[config.mk]
export PLATFORM = sky130hd
export DESIGN_NAME = alu
export DESIGN_NICKNAME = d
export VERILOG_FILES = /design/src/rtl/alu_pkg.sv /design/src/rtl/alu_adder.sv /design/src/rtl/alu.sv
export SDC_FILE = /design/constraint.sdc
export NUM_CORES = 1
export LEC_CHECK = 0
export BUFFER_PORTS_ARGS = -buffer_cell sky130_fd_sc_hd__clkbuf_2
export CAP_MARGIN = 20
export CORE_UTILIZATION = 49
export CTS_CLUSTER_SIZE = 24
export DETAILED_ROUTE_END_ITERATION = 8
export GPL_ROUTABILITY_DRIVEN = 0
export PLACE_DENSITY = 0.8
export SKIP_LAST_GASP = 1
export SYNTH_ARGS = -nofsm -noshare
export SYNTH_HDL_FRONTEND = slang
export SYNTH_SLANG_ARGS = --single-unit
[constraint.sdc]
create_clock -name clk -period 3.81 [get_ports clk]
set_clock_uncertainty 0.1 [all_clocks]
set_input_delay 0.1905 -clock clk [delete_from_list [all_inputs] [get_ports clk]]
set_output_delay 0.1905 -clock clk [all_outputs]
set_load 0.01 [all_outputs]
[src/rtl/alu_pkg.sv]
// Shared ALU definitions: default datapath width and the ALUop encodings
// that the control unit drives onto the ALU.
package alu_pkg;

   localparam int DEFAULT_DATA_WIDTH = 32;

   localparam logic [2:0] ALUOP_AND = 3'b000;
   localparam logic [2:0] ALUOP_OR  = 3'b001;
   localparam logic [2:0] ALUOP_ADD = 3'b010;
   localparam logic [2:0] ALUOP_SUB = 3'b110;
   localparam logic [2:0] ALUOP_SLT = 3'b111;

endpackage

[src/rtl/alu_adder.sv]
// Ripple-free behavioural adder with optional B inversion, shared by ADD,
// SUB and SLT. Subtraction is a + ~b + 1 with i_binv = i_cin = 1.
module alu_adder #(
   parameter int DATA_WIDTH = 32
) (
   input  logic [DATA_WIDTH-1:0] i_a,
   input  logic [DATA_WIDTH-1:0] i_b,
   input  logic                  i_binv,
   input  logic                  i_cin,
   output logic [DATA_WIDTH-1:0] o_sum,
   output logic                  o_cout,
   output logic                  o_overflow
);

   logic [DATA_WIDTH-1:0] w_b_eff;
   logic [DATA_WIDTH:0]   w_full;

   // Operand conditioning, carry-propagating add and signed-overflow detect.
   always_comb begin
      w_b_eff = i_binv ? ~i_b : i_b;
      w_full  = {1'b0, i_a} + {1'b0, w_b_eff} + {{DATA_WIDTH{1'b0}}, i_cin};
      o_sum   = w_full[DATA_WIDTH-1:0];
      o_cout  = w_full[DATA_WIDTH];
      // Overflow when both addends share a sign the sum does not.
      o_overflow = (i_a[DATA_WIDTH-1] == w_b_eff[DATA_WIDTH-1]) &&
                   (w_full[DATA_WIDTH-1] != i_a[DATA_WIDTH-1]);
   end

endmodule

[src/rtl/alu.sv]
// Integer ALU (AND, OR, ADD, SUB, signed SLT) with result and status flags
// registered for one cycle of latency; synchronous active-high reset.
module alu
   import alu_pkg::*;
#(
   parameter int DATA_WIDTH = DEFAULT_DATA_WIDTH
) (
   input  logic                  clk,
   input  logic                  rst,
   input  logic [DATA_WIDTH-1:0] A,
   input  logic [DATA_WIDTH-1:0] B,
   input  logic [2:0]            ALUop,
   output logic                  Overflow,
   output logic                  CarryOut,
   output logic                  Zero,
   output logic [DATA_WIDTH-1:0] Result
);

   logic                  w_binv;
   logic [DATA_WIDTH-1:0] w_sum;
   logic                  w_add_cout;
   logic                  w_add_ovf;
   logic [DATA_WIDTH-1:0] w_result;
   logic                  w_ovf;
   logic                  w_cout;

   logic [DATA_WIDTH-1:0] r_result;
   logic                  r_ovf;
   logic                  r_cout;
   logic                  r_zero;

   // SUB and SLT both need A - B from the shared adder.
   always_comb begin
      w_binv = 1'b0;
      case (ALUop)
         ALUOP_SUB, ALUOP_SLT: w_binv = 1'b1;
         default:              w_binv = 1'b0;
      endcase
   end

   alu_adder #(
      .DATA_WIDTH(DATA_WIDTH)
   ) u_adder (
      .i_a        (A),
      .i_b        (B),
      .i_binv     (w_binv),
      .i_cin      (w_binv),
      .o_sum      (w_sum),
      .o_cout     (w_add_cout),
      .o_overflow (w_add_ovf)
   );

   // Operation select; unused encodings yield zero result and clear flags.
   always_comb begin
      w_result = {DATA_WIDTH{1'b0}};
      w_ovf    = 1'b0;
      w_cout   = 1'b0;
      case (ALUop)
         ALUOP_AND: w_result = A & B;
         ALUOP_OR:  w_result = A | B;
         ALUOP_ADD: begin
            w_result = w_sum;
            w_ovf    = w_add_ovf;
            w_cout   = w_add_cout;
         end
         ALUOP_SUB: begin
            w_result = w_sum;
            w_ovf    = w_add_ovf;
            // No carry out of A + ~B + 1 means A < B unsigned (a borrow).
            w_cout   = ~w_add_cout;
         end
         ALUOP_SLT: begin
            w_result = {{(DATA_WIDTH-1){1'b0}}, w_sum[DATA_WIDTH-1] ^ w_add_ovf};
         end
         default: begin
            w_result = {DATA_WIDTH{1'b0}};
            w_ovf    = 1'b0;
            w_cout   = 1'b0;
         end
      endcase
   end

   // Output register stage; Zero is registered alongside the result it describes.
   always_ff @(posedge clk) begin
      if (rst) begin
         r_result <= {DATA_WIDTH{1'b0}};
         r_ovf    <= 1'b0;
         r_cout   <= 1'b0;
         r_zero   <= 1'b1;
      end else begin
         r_result <= w_result;
         r_ovf    <= w_ovf;
         r_cout   <= w_cout;
         r_zero   <= ~|w_result;
      end
   end

   assign Result   = r_result;
   assign Overflow = r_ovf;
   assign CarryOut = r_cout;
   assign Zero     = r_zero;

endmodule

; ---- After elaboration in Yosys (flattened, before gate mapping)
; Index checks and enable logic that the tools add are counted.
[totals]
reg_bits = 35
input_bits = 69
output_inout_bits = 35
word_cells = 29
[classes]
add_sub_neg = 2
eq_ne = 6
mux = 4
bitwise = 6
reduce_logical = 7
[ops]
columns = cell, count
row1 = 32-bit one-hot mux with 4 select lines, 1
row2 = 32-bit by 32-bit adder with 33-bit output, 1
row3 = 33-bit by 1-bit adder with 33-bit output, 1
row4 = 32-bit AND, 1
row5 = 32-bit two-way mux, 1
row6 = 32-bit inverter, 1
row7 = 32-bit OR, 1
row8 = 32-bit OR reduction, 1
row9 = 3-bit equality test (second input constant), 2
row10 = 2-bit OR reduction, 3
row11 = 3-bit by 1-bit equality test with 1-bit output (second input constant), 1
row12 = 3-bit by 2-bit equality test with 1-bit output (second input constant), 1
row13 = 3-bit zero test, 1
row14 = 1-bit inverter, 2
row15 = 1-bit one-hot mux with 2 select lines, 1
row16 = 1-bit equality test, 1
row17 = 1-bit logical AND, 1
row18 = 1-bit zero test, 1
row19 = 1-bit two-way mux, 1
row20 = 1-bit inequality test, 1
row21 = 1-bit bitwise XOR, 1

; ---- Longest topological paths before layout
[logic_depth]
ltp_word = 12
mapped_depth = 16
ltp_nobuf = 13

; ---- Cells and area by module
; Synthesis repeated with hierarchy kept, for this count alone.
[unflattened]
cells_unflattened = 464
hier_area_um2 = 3887.5
[modules_own_cells]
columns = module, n_inst, cells_per_inst, area_per_inst_um2, seq_area_each_um2
row1 = alu_adder, 1, 297, 2175.8, 0.0
row2 = alu, 1, 167, 1711.6, 700.7

; ---- Worst setup path after synthesis
; Ideal clock, no wire load.
[synth_timing]
path_type = in2reg
from = input ALUop[2]
to = register r_zero, in the netlist Zero
setup_time_ns = 0.084
arrival_ns = 3.521
required_ns = 3.626
setup_slack_ns = 0.105
stages = 15
n_path_buf = 2
path_cell_list = buf_4 nand2_1 buf_1 xnor2_1 fa_1 a211oi_1 o21ai_1 nor4b_1 a2111oi_2 nand4_1 nor4_1 nand4_1 nor4_1 nand4_1 o31ai_2
[synth_via]
elab_chain_cells = 12
word_cells_on_any_way = 18
cone_classes = add/sub (2) / eq/ne (6) / mux (3) / bitwise (1) / reduce/logical (6)
[synth_lines]
columns = element, line
row1 = start: declaration, alu.sv:12  ; input logic [2:0] ALUop,
row2 = 3-bit equality test, "alu.sv:35, alu.sv:58"
row3 = 2-bit OR reduction, alu.sv:35  ; case (ALUop)
row4 = 1-bit two-way mux, alu.sv:35
row5 = 32-bit two-way mux, alu_adder.sv:20  ; w_b_eff = i_binv ? ~i_b : i_b;
row6 = 32-bit by 32-bit adder with 33-bit output, alu_adder.sv:21  ; w_full = {1'b0, i_a} + {1'b0, w_b_eff} + {{DATA_WIDTH{1'b0}}, i_cin};
row7 = 33-bit by 1-bit adder with 33-bit output, alu_adder.sv:21
row8 = 1-bit inequality test, alu_adder.sv:26  ; (w_full[DATA_WIDTH-1] != i_a[DATA_WIDTH-1]);
row9 = 1-bit logical AND, alu_adder.sv:25  ; o_overflow = (i_a[DATA_WIDTH-1] == w_b_eff[DATA_WIDTH-1]) &&
row10 = 1-bit bitwise XOR, alu.sv:73  ; w_result = {{(DATA_WIDTH-1){1'b0}}, w_sum[DATA_WIDTH-1] ^ w_add_ovf};
row11 = 32-bit one-hot mux with 4 select lines (*), alu.sv:58  ; case (ALUop)
row12 = 32-bit OR reduction (*), alu.sv:94  ; r_zero <= ~|w_result;
row13 = 1-bit zero test (*), alu.sv:94
row14 = end signal: assignment, alu.sv:94
row15 = end: declaration, alu.sv:30  ; logic r_zero;
; Every way passes the cells marked *; elsewhere a longest branch is shown, timed or not.
; A chain may end at the register's enable or synchronous reset.

; ---- Worst setup path after layout
[layout_timing]
from = input ALUop[1]
to = register r_zero, in the netlist Zero
; The elaborated chain is that of the path after synthesis.

==> flow_summary.yaml <==
run_status:
  run_status: "finished clean"
sta:
  rsz0062_at_grt: "false"
  worst_pin_slew_ns: 0.687
  final-hold-violation-count: 0
  slew_headroom_pct: 54.0
  fmaxAchievable_mhz: 282
  report.final.setup_viol: 0
  maxSlewViolCount: 0
  setup_tns_ns: 0
  period_share_pct: 93.0
  finalCriticalPeriod_ns: 3.54
routing:
  routedLengthMet1_mm: 5.13
  wl_met2_mm: 5.43
  maxUsedRoutingLayer: "met4"
  drt-wirelength-per-cell_um: 17.0
  drt-vias-per-instance: 6.19
  routed-wl-met3_mm: 1.10
  final_routed_drc_violation_total: 0
  drt.antenna.violating_nets: 0
  wirelength_mm: 12.1
  total_vias_in_the_final_route: 4424
  dr.pass1.iters: 5
  drt-initial-drc-count: 396
logic_synthesis:
  post_synthesis_simple_gate_area_fraction_pct: 22.6
  ys_seq_area_share_pct: 17.4
  synth_compound_gate_area_share_pct: 26.2
  synth_warnings: 0
  postSynthNetCount: 612
  syn_area_um2: 4030
  library_cell_with_the_largest_summed_area_after_synthesis: "dfxtp_1"
  synthesis.instances: 508
  synth_most_common_cell: "nor2_1"
  synth_top_family_by_area: "compound AO/OA/AOI/OAI gates"
  synth.area.mux_share_pct: 0.497
  post_synth_main_area_contributors: "dfxtp_1 17%, ha_1 11%, xnor2_1 8.5%"
  synth_top_cells_by_count: "45 x nor2_1, 39 x nand2_1, 39 x xnor2_1"
  synthesized_flop_and_latch_total: 35
  synth_xor_area_share_pct: 10.7
  synth_top_cell_area_share_pct: 17.4
  number_of_synthesized_flops_with_an_enable_pin: 0
  synth-adder-area-share_pct: 17.5
  postSynth.topFlopCell: "dfxtp_1"
  syn-mean-instance-area_um2: 7.93
  ys_async_sr_fraction_pct: 0
  yosys.cell_types.count: 79
power:
  power.sequential.fraction_pct: 25.9
  internal-power_w: 0.000909
  vdd_ir_drop_max_uv: 150
  netSwitchingPower_w: 0.000648
  power.density_cell_area_nw_per_um2: 325
  power.switching_fraction_pct: 41.6
  post-layout-total-power_w: 0.00156
  clock_power_share_pct: 20.5
  leak_pwr_nw: 2.08
  comb_power_share_pct: 53.6
critical_path:
  critical_path_arrival_ns: 3.67
  critical_path_startpoint_category: "input pin"
  endpoint_kind: "register"
  critical_path_class: "in -> reg"
  critical_path.max_fanout: 16
  worst_ep_required_time_ns: 3.94
placed_design:
  detailed_place_hpwl_mm: 9.57
  post_dp_cell_area_um2: 4670
  placedCellCount: 707
  port_buffers: 103
cells_and_area:
  filler_cell_count: 714
  multi_input_comb_area_um2: 3140
  post-route-cell-area_um2: 4790
  layout_stage_area_growth_over_the_synthesis_result_pct: 18.9
  fraction_of_layout_cells_with_a_size_suffix_above_1_pct: 26.3
  num_antenna_cells: 0
  final_net_count: 716
  instances_no_fill: 715
  register_area_um2: 701
floorplan:
  design.core.area_um2: 7850
  die_width_um: 92.7
  die-area_um2: 8590
  top_level_ports: 104
  die_height_um: 92.7
  placement_rows: 32
  initial_utilization_pct: 51.3
global_route:
  number_of_global_route_vias_before_repair: 4233
  wire_length_of_the_first_global_routing_pass_mm: 20.0
  grt_util_all_layers_pct: 29.0
  largest_net_degree_at_the_start_of_global_routing: 27
  grt.overflow.total: 0
  grt_antenna_before_repair: 0
clocking:
  clock_path_buffers: 2
  tritoncts: "built"
  htree_num_levels: 2
  cts-hold-fix-buffers: 0
  cts_root_buf: "clkbuf_8"
  cts-resized-gates: 0
  cts_inserted_buffers: 5
  postCtsSetupRepairBufs: 0
  clock_sink_count: 35
  clk_pin_slew_ns: 0.09
min_path:
  worst_min_path_start: "A[31]"
  holdCritPathClass: "in -> reg"
  whs_path_depth: 3
  worst_hold_path.endpoint: "Overflow"
job:
  timing.max_cap.violations: 0
flip-flops by register name (all words and copies together), names as in the netlist:
register / count
Result: 32
Overflow: 1
Zero: 1
CarryOut: 1
layout by cell type (no fill, tap or decap), types with 4 or more instances in the layout:
cell,instances
a22oi_1,10
xnor2_1,39
buf_4,19
maj3_1,26
o21ai_0,25
clkbuf_8,7
clkbuf_2,103
o21ai_1,6
nor3_1,11
inv_1,10
dfxtp_1,35
a221oi_1,5
nand4_1,12
a21oi_1,35
ha_1,34
o211ai_1,7
nand2_1,39
nand3_1,13
and2_1,12
o21bai_1,5
a211oi_1,7
nor2_1,44
or3_1,6
xor2_1,10
a21o_1,10
and3_1,5
a31oi_1,4
area by class of cell:
cell class                 instances  area share [%]
clock buffer                       7            2.01
clock inverter                     1           0.157
inverter                          10           0.784
multi-input combinational        437            65.6
sequential                        35            14.6
tap                              102            2.67
timing repair buffer             123            14.2
worst max path at each step:
stage / from / slack (ns) / depth (start not counted) / to
2_1_floorplan: ALUop[2] / 0.10 / 15 / Zero
3_3_place_gp: ALUop[1] / -0.12 / 16 / Zero
3_5_place_dp: ALUop[1] / -0.17 / 16 / Zero
4_1_cts: ALUop[1] / 0.12 / 16 / Zero
5_1_grt: ALUop[1] / 0.07 / 15 / Zero
6_report: ALUop[1] / 0.27 / 15 / Zero
worst max-delay path, stage by stage:
cell,delay (ns)
clkbuf_2,0.10
nand2_1,0.14
buf_12,0.21
xnor2_1,0.13
ha_1,0.34
a211oi_1,0.39
o21ai_1,0.12
nor4b_1,0.17
a2111oi_2,0.47
nand4_1,0.17
nor4_2,0.42
nand4_1,0.17
nor4_2,0.25
nand4_1,0.16
o31ai_2,0.23
cell families after synthesis:
logic type | after synthesis
muxes | 2
and+or+nand+nor | 175
AOI/OAI and AO/OA | 150
buffers and inverters | 36
DFF | 35
adders and majority gates | 61
xor gates and xnor gates | 49
through the flow:
stage,util [%],setup WS (ns),hold slack [ns]
floorplan,-,0.105,0.295
global placement,59.5,-0.119,0.477
detailed placement,59.5,-0.165,0.477
CTS,60.9,0.125,0.180
global route,61.0,0.0714,0.235
finish,61.0,0.266,0.186
power groups by stage:
stage	Combinational (W)	Clock, W	Sequential [W]
after CTS	0.000815	0.000313	0.000404
after global routing	0.000911	0.000330	0.000407
after detailed placement	0.000807	0	0.000413
final	0.000834	0.000319	0.000404
after global placement	0.000788	0	0.000411
after floorplan	0.000557	0	0.000427
per-layer routing:
metal	global-route usage, %	vias to the layer above
met5	0	-
met4	13.2	0
met3	4.19	42
met2	47.3	242
met1	37.5	2036
li1	-	2104
No activity file was read; power rests on OpenSTA's default activity.
